--- src/rtl/color_sensor_pkg.sv ---
// Shared definitions for the colour-sensor datapath: channel indices and scheduler states.
package color_sensor_pkg;

    localparam int unsigned CH_W   = 3;
    localparam int unsigned NUM_CH = 5;

    localparam logic [CH_W-1:0] CH_CLEAR = 3'd0;
    localparam logic [CH_W-1:0] CH_RED   = 3'd1;
    localparam logic [CH_W-1:0] CH_GREEN = 3'd2;
    localparam logic [CH_W-1:0] CH_BLUE  = 3'd3;
    localparam logic [CH_W-1:0] CH_IR    = 3'd4;

    typedef enum logic [2:0] {
        ST_IDLE      = 3'd0,
        ST_WAIT_TICK = 3'd1,
        ST_CAPTURE   = 3'd2,
        ST_COMMIT    = 3'd3,
        ST_TX_START  = 3'd4,
        ST_TX_WAIT   = 3'd5
    } sched_state_e;

endpackage

--- src/rtl/frame_period_timer.sv ---
// Frame period down-counter: load/run control, single-cycle tick at zero with automatic reload.
module frame_period_timer #(
    parameter int unsigned PERIOD_W = 16
) (
    input  logic                clk,
    input  logic                rst_n,
    input  logic                load,
    input  logic                run,
    input  logic [PERIOD_W-1:0] period,
    output logic                tick_c
);

    logic [PERIOD_W-1:0] cnt_q, cnt_d;
    logic [PERIOD_W-1:0] reload_c;

    // A period of 0 behaves like 1: reload value 0 ticks every cycle.
    assign reload_c = (period == '0) ? '0 : period - PERIOD_W'(1);

    // Next count: explicit load wins, otherwise count down and reload on tick.
    always_comb begin
        cnt_d  = cnt_q;
        tick_c = 1'b0;
        if (load) begin
            cnt_d = reload_c;
        end else if (run) begin
            if (cnt_q == '0) begin
                tick_c = 1'b1;
                cnt_d  = reload_c;
            end else begin
                cnt_d = cnt_q - PERIOD_W'(1);
            end
        end
    end

    // Counter register.
    always_ff @(posedge clk or negedge rst_n) begin
        if (!rst_n) begin
            cnt_q <= '0;
        end else begin
            cnt_q <= cnt_d;
        end
    end

endmodule

--- src/rtl/color_frame_scheduler.sv ---
// Frame scheduler: periodic ADC capture into shadows, atomic snapshot commit, I2C send with retries.
module color_frame_scheduler
    import color_sensor_pkg::*;
#(
    parameter int unsigned PERIOD_W  = 16,
    parameter int unsigned DATA_W    = 16,
    parameter int unsigned MAX_RETRY = 3
) (
    input  logic                clk,
    input  logic                rst_n,
    input  logic                enable,
    input  logic [PERIOD_W-1:0] period,
    input  logic                err_clr,
    output logic                adc_req,
    output logic [2:0]          adc_ch,
    input  logic                adc_valid,
    input  logic [DATA_W-1:0]   adc_data,
    output logic                tx_start,
    input  logic                tx_busy,
    input  logic                tx_done,
    input  logic                tx_nack,
    output logic [DATA_W-1:0]   clear_data,
    output logic [DATA_W-1:0]   red_data,
    output logic [DATA_W-1:0]   green_data,
    output logic [DATA_W-1:0]   blue_data,
    output logic [DATA_W-1:0]   infrared_data,
    output logic [7:0]          frame_cnt,
    output logic                err_overrun,
    output logic                err_nack
);

    localparam int unsigned RETRY_W = (MAX_RETRY < 1) ? 1 : $clog2(MAX_RETRY + 1);

    sched_state_e        state_q, state_d;
    logic [CH_W-1:0]     ch_q, ch_d;
    logic [RETRY_W-1:0]  retry_q, retry_d;
    logic [DATA_W-1:0]   shadow_q [NUM_CH];
    logic [DATA_W-1:0]   shadow_d [NUM_CH];
    logic [DATA_W-1:0]   snap_q   [NUM_CH];
    logic [DATA_W-1:0]   snap_d   [NUM_CH];
    logic [7:0]          frame_cnt_q, frame_cnt_d;
    logic                adc_req_q, adc_req_d;
    logic [CH_W-1:0]     adc_ch_q, adc_ch_d;
    logic                tx_start_q, tx_start_d;
    logic                err_overrun_q, err_overrun_d;
    logic                err_nack_q, err_nack_d;
    logic                timer_load_c;
    logic                timer_run_c;
    logic                tick_c;

    // Timer only advances while enabled and out of IDLE; it is (re)loaded when leaving IDLE.
    assign timer_run_c = enable && (state_q != ST_IDLE);

    frame_period_timer #(
        .PERIOD_W(PERIOD_W)
    ) u_timer (
        .clk    (clk),
        .rst_n  (rst_n),
        .load   (timer_load_c),
        .run    (timer_run_c),
        .period (period),
        .tick_c (tick_c)
    );

    // Next-state, datapath and registered-output decode for the frame sequence.
    always_comb begin
        state_d       = state_q;
        ch_d          = ch_q;
        retry_d       = retry_q;
        shadow_d      = shadow_q;
        snap_d        = snap_q;
        frame_cnt_d   = frame_cnt_q;
        tx_start_d    = 1'b0;
        err_overrun_d = err_overrun_q;
        err_nack_d    = err_nack_q;
        timer_load_c  = 1'b0;

        // Clear first so that a same-cycle set below takes priority.
        if (err_clr) begin
            err_overrun_d = 1'b0;
            err_nack_d    = 1'b0;
        end

        // A tick while a frame is in flight is dropped and flagged.
        if (tick_c && (state_q != ST_WAIT_TICK)) begin
            err_overrun_d = 1'b1;
        end

        case (state_q)
            ST_IDLE: begin
                if (enable) begin
                    timer_load_c = 1'b1;
                    state_d      = ST_WAIT_TICK;
                end
            end
            ST_WAIT_TICK: begin
                if (!enable) begin
                    state_d = ST_IDLE;
                end else if (tick_c) begin
                    ch_d    = CH_CLEAR;
                    state_d = ST_CAPTURE;
                end
            end
            ST_CAPTURE: begin
                if (adc_valid && adc_req_q) begin
                    for (int unsigned i = 0; i < NUM_CH; i++) begin
                        if (ch_q == CH_W'(i)) begin
                            shadow_d[i] = adc_data;
                        end
                    end
                    if (ch_q == CH_IR) begin
                        ch_d    = CH_CLEAR;
                        state_d = ST_COMMIT;
                    end else begin
                        ch_d = ch_q + CH_W'(1);
                    end
                end
            end
            ST_COMMIT: begin
                snap_d      = shadow_q;
                frame_cnt_d = frame_cnt_q + 8'd1;
                retry_d     = '0;
                state_d     = ST_TX_START;
            end
            ST_TX_START: begin
                if (!tx_busy) begin
                    tx_start_d = 1'b1;
                    state_d    = ST_TX_WAIT;
                end
            end
            ST_TX_WAIT: begin
                if (tx_nack) begin
                    if (retry_q < RETRY_W'(MAX_RETRY)) begin
                        retry_d = retry_q + RETRY_W'(1);
                        state_d = ST_TX_START;
                    end else begin
                        err_nack_d = 1'b1;
                        state_d    = enable ? ST_WAIT_TICK : ST_IDLE;
                    end
                end else if (tx_done) begin
                    state_d = enable ? ST_WAIT_TICK : ST_IDLE;
                end
            end
            default: begin
                state_d = ST_IDLE;
            end
        endcase

        adc_req_d = (state_d == ST_CAPTURE);
        adc_ch_d  = (state_d == ST_CAPTURE) ? ch_d : CH_CLEAR;
    end

    // State and output registers.
    always_ff @(posedge clk or negedge rst_n) begin
        if (!rst_n) begin
            state_q       <= ST_IDLE;
            ch_q          <= CH_CLEAR;
            retry_q       <= '0;
            frame_cnt_q   <= '0;
            adc_req_q     <= 1'b0;
            adc_ch_q      <= CH_CLEAR;
            tx_start_q    <= 1'b0;
            err_overrun_q <= 1'b0;
            err_nack_q    <= 1'b0;
            for (int unsigned i = 0; i < NUM_CH; i++) begin
                shadow_q[i] <= '0;
                snap_q[i]   <= '0;
            end
        end else begin
            state_q       <= state_d;
            ch_q          <= ch_d;
            retry_q       <= retry_d;
            frame_cnt_q   <= frame_cnt_d;
            adc_req_q     <= adc_req_d;
            adc_ch_q      <= adc_ch_d;
            tx_start_q    <= tx_start_d;
            err_overrun_q <= err_overrun_d;
            err_nack_q    <= err_nack_d;
            for (int unsigned i = 0; i < NUM_CH; i++) begin
                shadow_q[i] <= shadow_d[i];
                snap_q[i]   <= snap_d[i];
            end
        end
    end

    assign adc_req       = adc_req_q;
    assign adc_ch        = adc_ch_q;
    assign tx_start      = tx_start_q;
    assign clear_data    = snap_q[CH_CLEAR];
    assign red_data      = snap_q[CH_RED];
    assign green_data    = snap_q[CH_GREEN];
    assign blue_data     = snap_q[CH_BLUE];
    assign infrared_data = snap_q[CH_IR];
    assign frame_cnt     = frame_cnt_q;
    assign err_overrun   = err_overrun_q;
    assign err_nack      = err_nack_q;

endmodule

--- config.mk ---
export PLATFORM = sky130hd
export DESIGN_NAME = color_frame_scheduler
export DESIGN_NICKNAME = d
export VERILOG_FILES = /design/src/rtl/color_sensor_pkg.sv /design/src/rtl/frame_period_timer.sv /design/src/rtl/color_frame_scheduler.sv
export SDC_FILE = /design/constraint.sdc
export NUM_CORES = 1
export LEC_CHECK = 0
export CAP_MARGIN = 15
export CORE_MARGIN = 4
export CORE_UTILIZATION = 39
export CTS_CLUSTER_DIAMETER = 80
export DETAILED_ROUTE_END_ITERATION = 10
export SYNTH_ARGS = -nofsm -noshare
export SYNTH_HDL_FRONTEND = slang
export SYNTH_SLANG_ARGS = --single-unit
--- constraint.sdc ---
create_clock -name clk -period 2.65 [get_ports clk]
set_clock_uncertainty 0.1 [all_clocks]
set_input_delay 0.265 -clock clk [delete_from_list [all_inputs] [get_ports clk]]
set_output_delay 0.265 -clock clk [all_outputs]
set_load 0.1 [all_outputs]
Word-level counts from Yosys, hierarchy flattened
Cells that the tools add are included.
Operators by class
  $add $sub $neg: 5
  $lt $le $gt $ge: 1
  equal/unequal tests: 13
  multiplexer cells: 37
  reduce and logical (&&, ||, !) cells: 17
Operators with widths (count)
  16-bit 2-to-1 mux: 4
  3-bit 2-to-1 mux: 14
  16-bit zero test: 2
  16-bit by 1-bit subtractor with 16-bit output, second input constant: 2
  3-bit case mux with 6 select lines: 1
  3-bit AND reduction: 6
  3-bit by 2-bit == test with 1-bit output, second input constant: 5
  1-bit 2-to-1 mux: 14
  3-bit == test, second input constant: 3
  8-bit by 1-bit adder with 8-bit output, second input constant: 1
  3-bit by 1-bit == test with 1-bit output, second input constant: 2
  3-bit zero test: 2
  3-bit case mux with 2 select lines: 1
  2-bit nonzero test: 3
  2-bit 2-to-1 mux: 2
  2-bit inequality test, second input constant: 2
  2-bit case mux with 2 select lines: 1
  3-bit by 1-bit adder with 3-bit output, second input constant: 1
  1-bit logical AND: 3
  3-bit by 1-bit inequality test with 1-bit output, second input constant: 1
  3-bit nonzero test: 1
  2-bit by 1-bit adder with 2-bit output, second input constant: 1
  2-bit < comparator, second input constant: 1
Word-level totals
  register bits: 199
  input port bits: 40
  output and inout port bits: 95

Logic depth before layout (Yosys ltp)
Gate-level depths: netlist of the first run.
  depth after elaboration: 9
  gate-level depth with buffers: 9
  gate-level depth less buffers: 8

Cells and area by module
From an unflattened synthesis of the first run, not the netlist that was laid out.
Second synthesis, totals
  cells, all modules: 791
  area total of the unflattened synthesis: 8650.8 um^2
By module, submodules not included
  color_frame_scheduler: instances 1, cells an instance 628, area each 7243.2 um^2, seq. area each 4579.4 um^2
  frame_period_timer: instances 1, cells an instance 163, area each 1407.6 um^2, seq. area each 400.4 um^2

Worst setup path after synthesis of the first run
OpenSTA, ideal clock, no wires.
  kind: reg-to-reg
  from: register adc_req_q (netlist: adc_req)
  to: register shadow_q[10] (netlist name)
  setup time: 0.125 ns
  arrival time: 2.357 ns
  required time: 2.425 ns
  setup slack: 0.068 ns
  stages on the path, launching flop included: 7
  cells stage by stage: dfrtp_1 -> nand2_1 -> nor2_1 -> and3_1 -> clkbuf_1 -> buf_2 -> mux2_2
Between the ends
  cells in the longest elaborated chain, start to end: 2
Ends and longest elaborated chain
  from (decl): line color_frame_scheduler.sv:42  | logic adc_req_q, adc_req_d;
  from (signal assigned): line color_frame_scheduler.sv:174  | adc_req_q <= adc_req_d;
  1-bit logical AND: line color_frame_scheduler.sv:105  | if (adc_valid && adc_req_q) begin
  3-bit AND reduction (no line)
  to (signal, indexed assignment): line color_frame_scheduler.sv:180  | shadow_q[i] <= shadow_d[i];
  to (decl): line color_frame_scheduler.sv:37  | logic [DATA_W-1:0] shadow_q [NUM_CH];
No other way between the ends.
A chain may end at the register's enable or synchronous reset.

Worst setup path in the final report of the first run
  from: register u_timer.cnt_q[8]
  to: register u_timer.cnt_q[4]
Between the ends
  cells in the longest elaborated chain, start to end: 4
Ends and longest elaborated chain
  from (decl): line frame_period_timer.sv:13  | logic [PERIOD_W-1:0] cnt_q, cnt_d;
  from (signal assigned): line frame_period_timer.sv:40  | cnt_q <= cnt_d;
  16-bit zero test: line frame_period_timer.sv:26  | if (cnt_q == '0) begin
  16-bit 2-to-1 mux: line frame_period_timer.sv:26
  16-bit 2-to-1 mux: line frame_period_timer.sv:25  | end else if (run) begin
  16-bit 2-to-1 mux: line frame_period_timer.sv:23  | if (load) begin
No other way between the ends. The select of a mux whose other input is x is not followed.

==> results of run 1 <==
-- cells in the final DEF, fill, tap and decap left out, drive strengths merged, types with 14 or more instances in the layout --
cell type      synthesis  routed
mux2                  81      81
nor2                  34      34
a21oi                 14      14
buf                   13     129
nor3                  16      16
clkdlybuf4s50          0      38
dfrtp                199     199
o21ai                 20      20
nand2                266     266
inv                   14      19
clkbuf                24      19
-- worst min-delay path by stage --
stage                     startpoint                            to  cells after the start
after floorplan                rst_n           adc_ch[0]$_DFF_PN0_                      0
after global placement         rst_n  u_timer.cnt_q[3]$_DFFE_PN0P_                      1
after detailed placement       rst_n  u_timer.cnt_q[1]$_DFFE_PN0P_                      1
after CTS                      rst_n  u_timer.cnt_q[1]$_DFFE_PN0P_                      2
after global routing           rst_n  u_timer.cnt_q[3]$_DFFE_PN0P_                      2
final                          rst_n  u_timer.cnt_q[1]$_DFFE_PN0P_                      2
-- synth_stat cells, types with 2 or more instances --
library cell and count:
a211o_1 2, nor2b_1 3, o211ai_1 4, or4_1 4, buf_6 2, mux2_2 81, nand3b_1 2, or3_1 5
buf_2 10, o21bai_1 2, nor4_2 2, mux2i_1 2, o21ai_0 7, nand2_1 266, xnor2_1 11, clkbuf_1 24
inv_1 14, a21o_1 5, nand2b_1 3, nor3_1 15, a21oi_1 14, and2_1 3, ha_1 10, nand3_1 12
xor2_1 7, and3_1 2, nor4_1 6, o22ai_1 2, nor3b_1 2, nor2_1 33, dfrtp_1 199, o21ai_1 12
o221ai_1 6
-- metrics by stage --
step	hold WS (ns)	util (%)	cells	instance area [um2]
3_3_place_gp	0.209	47.3	1197	9980
4_1_cts	0.300	50.1	1230	10600
2_1_floorplan	-0.131	-	791	8390
5_1_grt	0.329	50.1	1230	10600
6_report	0.278	50.1	1230	10600
3_5_place_dp	0.207	47.3	1197	9980
-- area by class of cell --
class                      instances  share of cell area, %
timing repair buffer             169                   13.5
multi-input combinational        541                   30.2
inverter                          14                  0.497
clock inverter                    14                   1.35
tap                              275                   3.26
clock buffer                      18                   4.06
sequential                       199                   47.1
-- registers in the layout, indices dropped and copies added, names as in the netlist, 2 cells and up --
signal,count
green_data,16
state_q,3
retry_q,2
clear_data,16
ch_q,3
adc_ch,3
blue_data,16
frame_cnt,8
infrared_data,16
shadow_q,80
red_data,16
u_timer.cnt_q,16
-- routing by layer --
metal	vias up	GRT usage (%)	part of all wire, %
met1	2984	25.4	49
met4	0	5.34	1.4
met5	-	0	0
met2	122	27.4	46
li1	2932	-	-
met3	22	2.60	3.1
-- worst max-delay path, stage by stage (launching register included) --
cell      delay (ns)
dfrtp_1         0.44
or3_4           0.42
or4_4           0.49
nor2_8          0.20
o211ai_1        0.22
buf_4           0.22
o221ai_1        0.19
-- cells by family after synthesis --
kind of cell             synth area share [%]
XOR/XNOR                                 1.88
adder cells (fa/ha/maj)                  1.49
AO/OA/AOI/OAI                            4.90
flip-flops                               59.3
multiplexers                             11.1
buffers and inverters                    2.65
AND/OR/NAND/NOR                          18.6
-- power by group through the flow --
stage	Clock, mW	Sequential (mW)	Combinational (mW)
detailed placement	0	3.30	0.634
global placement	0	3.29	0.628
global route	2.70	3.25	0.717
CTS	2.57	3.24	0.639
floorplan	0	3.28	0.364
finish	2.51	3.24	0.640
-- what timing repair did --
item | 4_1_cts | 5_1_grt
hold buffers | 1 | 0
setup endpoints to repair | 0 | 1
buffers inserted | 0 | 0
endpoints found under the hold margin | 60 | 0
gates resized for setup | 0 | 1
==> key figures, run 1 <==
Outcome
  • Status: complete, no violations

GRT
  • Total GRT Usage: 17.5%
  • Number of global-route vias before repair: 6,162
  • Initial antenna violation count: 0
  • Total global routing overflow: 0
  • Pin count of the biggest net entering global routing: 65
  • First-pass GRT wire length: 33,100 um

Synth
  • Number of flops mapped to enable cells by yosys: 0
  • Seq cells post-synth: 199
  • Post-synth top flop: dfrtp_1
  • Unique masters post-synth: 52
  • Synth async-reset ratio: 100%
  • Largest area contributor in the netlist: dfrtp_1
  • Synth top area cells: dfrtp_1 (59%), nand2_1 (12%), mux2_2 (11%)
  • Syn nets: 841
  • Area fraction of the dominant cell type after synthesis: 59.3%
  • Sequential share of the synthesized area: 59.3%
  • Yosys warning count: 0
  • Synthesized area per cell: 10.6 um2
  • Mapped Cells: 791
  • Synth Cell Area: 0.00839 mm2

Detailed routing
  • Wire per inst: 16.4 um
  • DRT Pass-1 Iters: 4
  • Iter 0 DRT Violations: 334
  • Antenna-violating nets left: 0
  • Post-Route WL: 20,200 um
  • DR vias: 6,060
  • # DRC: 0
  • Vias per std cell: 4.93

CTS
  • CTS Sinks: 199
  • Clock Path Buffers: 2
  • CTS tree: built
  • Clk pin slew, worst setup/hold paths: 0.08 ns
  • H-tree depth: 4
  • Clock Latency Late Sink: 0.43 ns
  • Root buf cell: clkbuf_16
  • Cts bufs inserted: 17

Finish
  • Share of post-route cells with drive strength above 1: 26.4%
  • FILL cells: 1,972
  • Nets: 992
  • Register area: 0.00498 mm2
  • Multi-input gate area: 0.00320 mm2
  • Antenna Cells: 0
  • Area growth syn-to-layout: 25.9%

Floorplanning
  • FP Rows: 53
  • Initial Util: 39.8%
  • Die X: 155 um
  • Die footprint: 0.0239 mm2
  • I/O pin cnt: 135
  • Die height: 155 um
  • Core area: 0.0211 mm2

Placement
  • # port buffers: 134
  • Pre-CTS setup slack: 0.0295 ns
  • GPL Wtd Cong: 0.794
  • Dpl hpwl: 13,900 um

Power and ir drop
  • Total net switching power: 1.74 mW
  • VDD IR max: 0.000376 V
  • Power, Total: 6.39 mW
  • Int Pwr: 4.65 mW
  • Leak: 5.55 nW
  • Pwr dens: 605 mW/mm2
  • Clock power share: 39.3%
  • Switching Fraction: 27.2%
  • Fraction of power consumed by sequential logic: 50.7%
  • Comb pwr share: 10.0%

Worst setup path
  • Crit start category: flop
  • Critical path class: reg -> reg
  • R2R cell count: 6
  • Worst reg2reg startpoint: u_timer.cnt_q[8]$_DFFE_PN0P_
  • Critical Path Sink Type: flop
  • Critical path fanouts, max: 8
  • R2r endpoint: u_timer.cnt_q[4]$_DFFE_PN0P_
  • CP required: 2.89 ns
  • Critical Path AT: 2.62 ns
  • End point of the critical path: u_timer.cnt_q[4]$_DFFE_PN0P_
  • Reg2reg setup slack: 0.27 ns
  • Worst Setup SP: u_timer.cnt_q[8]$_DFFE_PN0P_

Timing
  • Period utilization: 90.0%
  • Peak Freq: 420 MHz
  • Final Hold Viols: 0
  • Slew Viols, Final: 0
  • Max-slew headroom: 55.6%
  • Post-layout min period: 2.38 ns
  • RSZ-0062 raised after global routing: no
  • Final TNS setup: 0 ns
  • Setup ws final: 0.266 ns
  • Final Setup Violations: 0
  • Worst Tran Pin Value: 0.665 ns

Run
  • Max-Cap Viols: 0

Hold path
  • Hold Crit Class: in -> async
No activity file was read; power rests on OpenSTA's default activity.
==> run 2, diff against run 1 <==
- CORE_ASPECT_RATIO: unset -> 0.75
==> key figures, run 2 (synthesized netlist as in run 1, its figures left out) <==
Worst setup path
  • Critical Path AT: 2.73 ns (was 2.62 ns)
  • R2r endpoint: u_timer.cnt_q[10]$_DFFE_PN0P_ (was u_timer.cnt_q[4]$_DFFE_PN0P_)
  • Critical path fanouts, max: 8 (unchanged)
  • Critical path class: reg -> reg (unchanged)
  • Crit start category: flop (unchanged)
  • CP required: 2.90 ns (was 2.89 ns)
  • Critical Path Sink Type: flop (unchanged)
  • R2R cell count: 7 (was 6)
  • Reg2reg setup slack: 0.17 ns (was 0.27 ns)
  • Worst reg2reg startpoint: u_timer.cnt_q[8]$_DFFE_PN0P_ (unchanged)

Detailed routing
  • Wire per inst: 16.4 um (about the same)
  • Vias per std cell: 4.87 (was 4.93)
  • Iter 0 DRT Violations: 515 (was 334)
  • Antenna-violating nets left: 0 (unchanged)
  • DR vias: 6,063 (was 6,060)
  • Max layer used: met4 (unchanged)
  • Met3 wire len: 895 um (was 624 um)
  • DRT Pass-1 Iters: 4 (unchanged)
  • # DRC: 0 (unchanged)
  • Post-Route WL: 20,400 um (was 20,200 um)
  • Met1 WL: 11,000 um (was 9890 um)
  • WL met2: 8450 um (was 9360 um)

Power and ir drop
  • Pwr dens: 613 mW/mm2 (was 605 mW/mm2)
  • Leak: 5.58 nW (was 5.55 nW)
  • VDD IR max: 0.000452 V (was 0.000376 V)

Timing
  • Post-layout min period: 2.48 ns (was 2.38 ns)
  • Peak Freq: 403 MHz (was 420 MHz)
  • Min Hold Slack: 0.300 ns (was 0.278 ns)
  • Slew Viols, Final: 0 (unchanged)
  • Period utilization: 93.7% (was 90.0%)
  • Final Hold Viols: 0 (unchanged)
  • Worst Tran Pin Value: 0.579 ns (was 0.665 ns)
  • Final TNS setup: 0 ns (unchanged)
  • RSZ-0062 raised after global routing: no (unchanged)
  • Max-slew headroom: 61.4% (was 55.6%)
  • Final Setup Violations: 0 (unchanged)

CTS
  • Root buf cell: clkbuf_16 (unchanged)
  • Clock Latency Late Sink: 0.43 ns (about the same)
  • H-tree depth: 4 (unchanged)
  • Cts bufs inserted: 17 (unchanged)
  • CTS tree: built (unchanged)
  • Clk pin slew, worst setup/hold paths: 0.08 ns (about the same)
  • Post-CTS setup buffers: 0 (unchanged)
  • Clock Path Buffers: 2 (unchanged)
  • CTS Sinks: 199 (unchanged)

Finish
  • Non-Filler Instances: 1,245 (was 1,230)
  • Reg with most FFs: shadow_q (unchanged)
  • Share of post-route cells with drive strength above 1: 26.4% (about the same)
  • Nets: 994 (was 992)
  • Area growth syn-to-layout: 26.8% (was 25.9%)
  • Max reg flops: 80 (unchanged)
  • Most common cell after layout, fill and taps aside: nand2_1 (unchanged)
  • Antenna Cells: 0 (unchanged)
  • Most frequent cells in the layout: nand2_1 (266), dfrtp_1 (199), buf_4 (126), mux2_2 (81), clkdlybuf4s50_1 (38) (was nand2_1 (266), dfrtp_1 (199), buf_4 (125), mux2_2 (81), clkdlybuf4s50_1 (38))

Placement
  • Placed cells: 1,212 (was 1,197)
  • Dpl hpwl: 14,300 um (was 13,900 um)
  • # port buffers: 134 (unchanged)
  • GPL Wtd Cong: 0.810 (was 0.794)

Floorplanning
  • Core area: 0.0211 mm2 (about the same)
  • Die height: 135 um (was 155 um)
  • Initial Util: 39.7% (was 39.8%)
  • Die X: 177 um (was 155 um)
  • Die footprint: 0.0240 mm2 (was 0.0239 mm2)
  • FP Rows: 46 (was 53)
  • I/O pin cnt: 135 (unchanged)

Run
  • Max-Cap Viols: 0 (unchanged)

GRT
  • Initial antenna violation count: 1 (was 0)
  • Total global routing overflow: 0 (unchanged)
  • First-pass GRT wire length: 32,600 um (was 33,100 um)
  • Pin count of the biggest net entering global routing: 71 (was 65)
  • Total GRT Usage: 17.4% (was 17.5%)
  • Number of global-route vias before repair: 5,759 (was 6,162)

Hold path
  • Hold Crit Class: in -> async (unchanged)

Outcome
  • Status: complete, no violations (unchanged)
-- run 2: critical path: stages, from the launching register on --
cell      delay, ns
dfrtp_1        0.44
or3_4          0.42
or4_1          0.44
buf_4          0.20
nor2_8         0.17
o211ai_1       0.20
buf_4          0.24
o221ai_1       0.18
-- run 2: metrics by stage --
| step | total power [mW] | area, um2 | utilization, % | setup slack, ns |
|---|---|---|---|---|
| after floorplan | 3.64 | 8390 | - | 0.0682 |
| after global placement | 3.93 | 10000 | 47.5 | -0.0518 |
| after detailed placement | 3.93 | 10000 | 47.5 | -0.0868 |
| after CTS | 6.58 | 10600 | 50.4 | 0.166 |
| after global routing | 6.80 | 10600 | 50.4 | 0.00959 |
| final | 6.52 | 10600 | 50.4 | 0.168 |
-- run 2: repair_timing --
| item | 4_1_cts | 5_1_grt |
|---|---|---|
| resized for setup | 0 | 0 |
| endpoints found under the setup margin | 0 | 1 |
| hold buffers | 1 | 0 |
| endpoints found under the hold margin | 67 | 0 |
-- run 2: cell type report --
cell class	count	area (um2)
fillers	1933	10500
flip-flops and latches	199	4980
multi-input cells	541	3190
repair buffers	171	1450
clock buffers	18	429
well taps	288	360
clock inverters	14	179
inverters	14	52.6
-- run 2: worst max path at each step --
stage	from	to	slack [ns]	depth (start not counted)
6_report	u_timer.cnt_q[8]$_DFFE_PN0P_	u_timer.cnt_q[10]$_DFFE_PN0P_	0.17	7
3_5_place_dp	period[0]	u_timer.cnt_q[4]$_DFFE_PN0P_	-0.09	10
3_3_place_gp	period[0]	u_timer.cnt_q[4]$_DFFE_PN0P_	-0.05	10
4_1_cts	u_timer.cnt_q[8]$_DFFE_PN0P_	u_timer.cnt_q[10]$_DFFE_PN0P_	0.17	7
2_1_floorplan	adc_req$_DFF_PN0_	shadow_q[10]$_DFFE_PN0P_	0.07	6
5_1_grt	u_timer.cnt_q[8]$_DFFE_PN0P_	u_timer.cnt_q[9]$_DFFE_PN0P_	0.01	8
-- run 2: per-layer routing --
layer	up-vias	global-route usage (%)
li1	2957	-
met1	2975	28.6
met2	127	23.6
met3	4	3.67
met4	0	3.22
met5	-	0
-- run 2: report_power, final --
part / total [mW] / internal (mW) / switching, mW
combinational: 0.649 / 0.269 / 0.380
sequential: 3.23 / 3.13 / 0.103
clock: 2.64 / 1.36 / 1.28
total: 6.52 / 4.76 / 1.76
